File: src/rtl/dram_bist_seq.sv
// dram_bist_seq: DRAM BIST sequencer that writes a pattern block, reads it back with bounded outstanding reads, and checks it.
// Ports: clk/rst (async, active-high); start/mode/base_addr/num_words launch a test;
//        req_* is the master_fifo request channel, rsp_* the in-order read response channel;
//        busy/done/pass/err_count/first_err_addr/led report status.
module dram_bist_seq #(
    parameter int          ADDR_W          = 27,
    parameter int          DATA_W          = 128,
    parameter int          CNT_W           = 16,
    parameter int          ADDR_STEP       = 8,
    parameter int          MAX_OUTSTANDING = 4,
    parameter logic [31:0] LFSR_SEED       = 32'h1
) (
    input  logic              clk,
    input  logic              rst,
    input  logic              start,
    input  logic [1:0]        mode,
    input  logic [ADDR_W-1:0] base_addr,
    input  logic [CNT_W-1:0]  num_words,
    output logic              req_cmd,
    output logic [ADDR_W-1:0] req_addr,
    output logic [DATA_W-1:0] req_data,
    output logic              req_en,
    input  logic              req_rdy,
    input  logic [DATA_W-1:0] rsp_data,
    input  logic              rsp_en,
    output logic              rsp_rdy,
    output logic              busy,
    output logic              done,
    output logic              pass,
    output logic [CNT_W-1:0]  err_count,
    output logic [ADDR_W-1:0] first_err_addr,
    output logic              led
);
    localparam logic [31:0] POLY = 32'h80200003;
    typedef enum logic [2:0] {IDLE, WRITE, READ, WAIT_RSP, FINISH} state_t;
    state_t            state;
    logic [1:0]        mode_q;
    logic [ADDR_W-1:0] base_q, raddr, addr_next;
    logic [CNT_W-1:0]  n_q, k, j, err_next;
    logic [31:0]       lfsr, rlfsr;
    logic [3:0]        osd, osd_next;
    logic              acc, rsp_ok, mism, last;

    function automatic logic [31:0] lstep(input logic [31:0] s);
        return s[0] ? (s >> 1) ^ POLY : s >> 1;
    endfunction

    function automatic logic [DATA_W-1:0] pat(input logic [1:0] m, input logic [ADDR_W-1:0] a,
                                              input logic [CNT_W-1:0] idx, input logic [31:0] l);
        logic [DATA_W-1:0] p;
        for (int i = 0; i < DATA_W / 32; i++)
            p[32*i +: 32] = (m == 2'd2) ? l : (m == 2'd3) ? ~(32'(a) + 32'(i)) : 32'(a) + 32'(i);
        return (m == 2'd1) ? DATA_W'(1) << (32'(idx) % DATA_W) : p;
    endfunction

    assign rsp_rdy = 1'b1;
    assign led     = pass;

    // The write side and the compare side each run their own pattern generator (k/lfsr vs j/raddr/rlfsr).
    always_comb begin
        acc       = req_en && req_rdy;
        rsp_ok    = rsp_en && busy;
        mism      = rsp_ok && (rsp_data != pat(mode_q, raddr, j, rlfsr));
        err_next  = (mism && !(&err_count)) ? err_count + CNT_W'(1) : err_count;
        osd_next  = osd + {3'b0, acc && req_cmd} - {3'b0, rsp_ok && osd != 4'd0};
        last      = (k == n_q - CNT_W'(1));
        addr_next = req_addr + ADDR_W'(ADDR_STEP);
    end

    always_ff @(posedge clk or posedge rst) begin
        if (rst) begin
            state          <= IDLE;
            mode_q         <= '0;
            base_q         <= '0;
            n_q            <= '0;
            k              <= '0;
            j              <= '0;
            raddr          <= '0;
            lfsr           <= LFSR_SEED;
            rlfsr          <= LFSR_SEED;
            osd            <= '0;
            req_en         <= 1'b0;
            req_cmd        <= 1'b0;
            req_addr       <= '0;
            req_data       <= '0;
            busy           <= 1'b0;
            done           <= 1'b0;
            pass           <= 1'b0;
            err_count      <= '0;
            first_err_addr <= '0;
        end else begin
            done <= 1'b0;
            osd  <= osd_next;
            if (rsp_ok) begin
                j         <= j + CNT_W'(1);
                raddr     <= raddr + ADDR_W'(ADDR_STEP);
                rlfsr     <= lstep(rlfsr);
                err_count <= err_next;
                if (mism && err_count == '0)
                    first_err_addr <= raddr;
            end
            case (state)
                IDLE: if (start) begin
                    mode_q         <= mode;
                    base_q         <= base_addr;
                    n_q            <= num_words;
                    k              <= '0;
                    j              <= '0;
                    raddr          <= base_addr;
                    lfsr           <= LFSR_SEED;
                    rlfsr          <= LFSR_SEED;
                    osd            <= '0;
                    busy           <= 1'b1;
                    pass           <= 1'b0;
                    err_count      <= '0;
                    first_err_addr <= '0;
                    req_cmd        <= 1'b0;
                    req_addr       <= base_addr;
                    req_data       <= pat(mode, base_addr, '0, LFSR_SEED);
                    req_en         <= num_words != '0;
                    state          <= (num_words == '0) ? FINISH : WRITE;
                end
                WRITE: if (acc) begin
                    if (last) begin
                        k        <= '0;
                        req_cmd  <= 1'b1;
                        req_addr <= base_q;
                        req_data <= '0;
                        state    <= READ;
                    end else begin
                        k        <= k + CNT_W'(1);
                        lfsr     <= lstep(lfsr);
                        req_addr <= addr_next;
                        req_data <= pat(mode_q, addr_next, k + CNT_W'(1), lstep(lfsr));
                    end
                end
                READ: begin
                    if (acc && last) begin
                        req_en <= 1'b0;
                        state  <= WAIT_RSP;
                    end else begin
                        if (acc) begin
                            k        <= k + CNT_W'(1);
                            req_addr <= addr_next;
                        end
                        req_en <= osd_next < 4'(MAX_OUTSTANDING);
                    end
                end
                WAIT_RSP: if (j == n_q) state <= FINISH;
                FINISH: begin
                    done     <= 1'b1;
                    busy     <= 1'b0;
                    pass     <= err_next == '0;
                    req_cmd  <= 1'b0;
                    req_addr <= '0;
                    state    <= IDLE;
                end
                default: state <= IDLE;
            endcase
        end
    end
endmodule
File: config.mk
export PLATFORM = sky130hd
export DESIGN_NAME = dram_bist_seq
export DESIGN_NICKNAME = d
export VERILOG_FILES = /design/src/rtl/dram_bist_seq.sv
export SDC_FILE = /design/constraint.sdc
export NUM_CORES = 2
export LEC_CHECK = 0
export CAP_MARGIN = 20
export CORE_ASPECT_RATIO = 1.2
export CORE_MARGIN = 3
export CORE_UTILIZATION = 40
export CTS_CLUSTER_DIAMETER = 150
export DETAILED_ROUTE_END_ITERATION = 8
export HOLD_SLACK_MARGIN = 0.12
export PLACE_DENSITY = 0.69
export SLEW_MARGIN = 10
export SYNTH_ARGS = -nofsm -noshare
export SYNTH_HDL_FRONTEND = slang
export SYNTH_SLANG_ARGS = --single-unit
File: constraint.sdc
create_clock -name clk -period 23.2 [get_ports clk]
set_clock_uncertainty 0.2 [all_clocks]
set_input_delay 4.64 -clock clk [delete_from_list [all_inputs] [get_ports clk]]
set_output_delay 4.64 -clock clk [all_outputs]
set_load 0.05 [all_outputs]
# After elaboration in Yosys (flattened, before gate mapping)
# Index checks and enable logic that the tools add are counted.
# classes
mux,86
order_cmp,1
addsub,17
n_eq_ne,21
n_shift,2
n_reduce_logical,31
bitwise_logic,14
# op_table
cell,count
$mux 32,32
$mux 128,6
$mux 27,12
$not 32->32,9
$pmux 128 s2,1
$shl 1x7->128 const A,2
$mux 16,12
$add 27x2->28 const B,6
$ne 128x128->1,1
$pmux 27 s4,1
$not 27->32,3
$add 27x1->28 const B,3
$pmux 32 s2,1
$add 27x4->27 const B,2
$add 16x1->16 const B,3
$logic_not 16->1,3
$pmux 16 s3,1
$eq 16x16->1,2
$mux 3,6
$ne 2x2->1 const B,8
$reduce_and 16->1,1
$reduce_bool 16->1,1
$sub 16x1->16 const B,1
$reduce_and 5->1,3
other kinds (23),52
# word_totals
register_bits,378
word_cells,191
output_inout_bits,205
input_bits,178

# Logic depth before layout (Yosys ltp)
# depth
word_depth,12
mapped_depth,21
mapped_depth_nobuf,15

# Least setup slack after synthesis
# Ideal clock, no wire load.
# synth_timing
path_type,input-to-reg
start,in rsp_data[84]
end,reg err_count[8]
stages,15
t_required_ps,22868
t_arrival_ps,7490
setup_time_ps,132
n_path_buf,2
slack_ps,15378
path_cell_list,clkbuf_1 mux2i_1 nand3_1 a211oi_1 a311o_1 nor4_1 nand4_1 or4b_1 or4_4 o21ai_4 nor2_1 buf_2 nand2_1 xor2_1 nor2_1
# synth_between
elab_chain_len,7
# synth_rtl
element,line_no,text
from (decl),24,"input logic [DATA_W-1:0] rsp_data,"
$ne 128x128->1 (*),63,"mism = rsp_ok && (rsp_data != pat(mode_q, raddr, j, rlfsr));"
$logic_and 1x1->1 (*),63,
$logic_and 1x1->1 (*),64,err_next = (mism && !(&err_count)) ? err_count + CNT_W'(1) : err_count;
$mux 16 (*),64,
$mux 16 (*),94,if (rsp_ok) begin
$mux 16,103,IDLE: if (start) begin
$mux 16 (*),102,case (state)
to (signal assigned),98,err_count <= err_next;
to (decl),30,"output logic [CNT_W-1:0] err_count,"
# Every way passes the cells marked *; elsewhere a longest branch is shown, timed or not.
# A chain may end at the register's enable or synchronous reset.

# Final worst setup path
# layout_timing
start,in rsp_data[50]
end,reg first_err_addr[15]
# layout_between
elab_chain_len,7
# layout_rtl
element,line_no,text
$ne 128x128->1 (*),63,
$logic_and 1x1->1 (*),63,
$logic_and 1x1->1 (*),99,if (mism && err_count == '0)
$mux 27 (*),99,
$mux 27 (*),94,
$mux 27,103,
$mux 27 (*),102,
to (signal assigned),100,first_err_addr <= raddr;
to (decl),31,"output logic [ADDR_W-1:0] first_err_addr,"
# Marked as above.

==> summary.txt <==
Flow run
  • Max_cap viols: 0

STA
  • Max-slew violations: 0
  • Rel. slew slack: 19.5%
  • RSZ-0062 raised after global routing: no
  • Fmax: 118 MHz
  • Slew at the pin closest to its max-slew limit: 1.20 ns
  • Final period util: 36.4%
  • Setup-failing EPs final: 0
  • Setup_tns: 0 ns
  • Final Critical Period: 8.44 ns
  • Number of hold violations in the final report: 0

Route
  • Final wirelength: 198 mm
  • Via Count: 38100
  • ANT nets after route: 0
  • Drt drc: 0
  • M1 WL: 68.5 mm
  • Routed wire length on met2: 83.2 mm
  • Met3 WL: 22.5 mm
  • WL per Instance: 35.2 microns
  • DR top layer: met5
  • Iteration count of the initial detailed-routing pass: 8
  • Initial detailed-routing violation count: 5705
  • Drt via density: 6.78

Clocking
  • Worst-path clk slew: 0.06 ns
  • Clock Root Buffer: clkbuf_16
  • Clock Path Buffers: 3
  • Cts hold-fix bufs: 0
  • Post-cts sizing count: 0
  • Post-CTS Setup Inserts: 0
  • Clock buffer count from CTS: 43
  • Worst-skew pair later-pin latency: 0.62 ns
  • CTS tree: built
  • Clock sinks: 378
  • CTS H-tree depth: 2

Synth
  • Synth Register Bits: 378
  • Post-synth top flop: dfrtp_1
  • Netlist cell types: 90
  • Avg Cell Area, Syn: 7.49 sq um
  • Synth top area cells: dfrtp_1 29%, xnor2_1 7.5%, nand2_1 6.5%
  • Synthesized net count: 4561
  • Syn Inst Count: 4348
  • Warnings, synthesis: 0
  • EDFF count, synth: 0
  • Top cell type by total area after synthesis: dfrtp_1
  • Synth top area share: 28.9%
  • Mapped Area: 0.0325 sq mm
  • Seq/Total Area, Yosys: 29.1%
  • Post-synth ARST share: 100%

Critical path
  • R2R Setup Slk: 15.85 ns
  • Crit path capture: first_err_addr[15]
  • Worst Path Arrival: 8.68 ns
  • Worst reg2reg startpoint: mode_q[1]
  • Max Fanout on Critical Path: 27
  • CP required: 23.44 ns
  • Type of origin of the critical path: input pin
  • Crit Path Class: in -> reg
  • Worst Reg-to-Reg Cells: 15
  • CP startpoint: rsp_data[50]
  • Reg2reg end: first_err_addr[15]
  • CP endpoint kind: flip-flop

Layout
  • Layout area overhead: 19.3%
  • Nets: 4744
  • Commonest non-fill, non-tap cell in the layout: nand2_1
  • Most frequent cells in the layout: 562 x nand2_1, 474 x nor2_1, 381 x clkdlybuf4s50_1
  • Share of layout cells above drive strength 1: 6.29%

Power
  • Pwr per Cell Area: 162 mW/mm^2
  • Total power: 6.30 mW
  • P_leak: 14.6 nW
  • Worst vdd ir: 91.7 uV

Hold path
  • Worst min-delay path class: reg -> reg
  • Hold path depth: 2

Floorplan
  • Row count: 113
  • Core Box Area: 0.0799 sq mm
  • I/O Pins: 383
  • Starting Density: 40.7%
  • Die area: 0.0848 sq mm
  • Width of the die: 266 microns
  • Chip height: 318 microns

Global route
  • Grt ovf: 0
  • Initial antenna violation count: 15
  • GRT Total Usage: 45.3%
  • Vias in the first global route: 35500
  • Pin count of the biggest net entering global routing: 151
  • First-pass GRT wire length: 275 mm

Placed design
  • DP Wirelength: 147 mm
  • Routability Congestion: 1.15
  • PortBufs: 381

Run status
  • Outcome: completed
## stage by stage
| stage | hold slack, ns | instance area [sq um] | utilization, % | std cells | setup slack, ns |
|---|---|---|---|---|---|
| 4_1_cts | 0.278 | 38800 | 48.5 | 5597 | 14.86 |
| 3_5_place_dp | 0.263 | 37300 | 46.8 | 5518 | 14.22 |
| 2_1_floorplan | 0.246 | 32500 | - | 4348 | 7.86 |
| 3_3_place_gp | 0.258 | 37300 | 46.7 | 5516 | 14.21 |
| 6_report | 0.275 | 38800 | 48.6 | 5613 | 14.76 |
| 5_1_grt | 0.297 | 38800 | 48.6 | 5603 | 14.58 |
## per-layer routing
layer  vias to the layer above  track usage [%]
met5                         -           0.0575
met4                        10             41.2
met3                       966             13.9
met2                      2945             67.5
met1                     18000             52.0
li1                      16100                -
## where the power goes
| group | switching (mW) | internal, mW |
|---|---|---|
| sequential | 0.317 | 0.895 |
| clock | 0.313 | 0.392 |
| combinational | 3.09 | 1.29 |
## area by class of cell
cell class	instances	area [sq um]
tap	1035	1290
clock buffer	61	1250
inverter	77	297
fill	7900	41100
timing repair buffer	505	4770
clock inverter	18	166
antenna	13	32.5
sequential	378	9470
multi-input combinational	3526	21500
## critical path: stages
cell and delay [ns]:
clkdlybuf4s50_1 0.54, o21ai_0 0.14, a21oi_1 0.05, a2111oi_0 0.85, nand4_1 0.14, or4_1 0.44
nor4_1 0.34, nand3_1 0.43, o21ai_4 0.37, nor3_2 0.08, buf_4 0.32, mux2i_1 0.23
nor2_1 0.06
## registers in the layout, summed over array words and instances, names as in the netlist, 2 cells and up
name and cells:
base_q 27, lfsr 32, req_addr 27, req_data 128, k 16, err_count 16, state 3, osd 4
first_err_addr 27, rlfsr 32, raddr 27, j 16, n_q 16, mode_q 2
## cell usage after synthesis (16+ instances only)
cell / count
nand2_1: 563
nor2_1: 481
dfrtp_1: 376
clkbuf_1: 296
o21ai_0: 286
xnor2_1: 279
a21oi_1: 269
nand3_1: 160
xor2_1: 144
nor3_1: 115
nand4_1: 95
nor4_1: 78
inv_1: 77
mux2i_1: 73
o211ai_1: 70
and3_1: 61
o22ai_1: 50
a31oi_1: 49
a221oi_1: 46
or3_1: 44
buf_1: 37
a211oi_1: 36
a22o_1: 35
ha_1: 34
o221ai_1: 33
nand2b_1: 32
o21a_1: 32
a32oi_1: 29
buf_2: 28
nor2b_1: 28
o31ai_1: 28
and2_1: 26
nor3b_1: 24
or4_1: 24
nand3b_1: 20
and4_1: 17
a22oi_1: 16
## worst min path at each step
stage          startpoint         end  slack (ns)
2_1_floorplan  base_q[13]  base_q[13]        0.25
4_1_cts        base_q[10]  base_q[10]        0.28
5_1_grt         base_q[8]   base_q[8]        0.30
6_report        base_q[4]   base_q[4]        0.27
3_5_place_dp    base_q[8]   base_q[8]        0.26
3_3_place_gp   base_q[14]  base_q[14]        0.26
## logic make-up (layout without fill, tap and decap cells)
| family | count (synthesis) | after routing | share of synthesized area, % |
|---|---|---|---|
| other | 1 | 14 | 0.0115 |
| multiplexers | 79 | 79 | 2.45 |
| adder cells (fa/ha/maj) | 35 | 35 | 1.37 |
| XOR/XNOR | 424 | 424 | 11.5 |
| buffers and inverters | 444 | 661 | 5.33 |
| AO/OA/AOI/OAI | 1141 | 1141 | 22.9 |
| flip-flops | 378 | 378 | 29.1 |
| AND/OR/NAND/NOR | 1846 | 1846 | 27.4 |
Power figures use the tool's default switching activity.
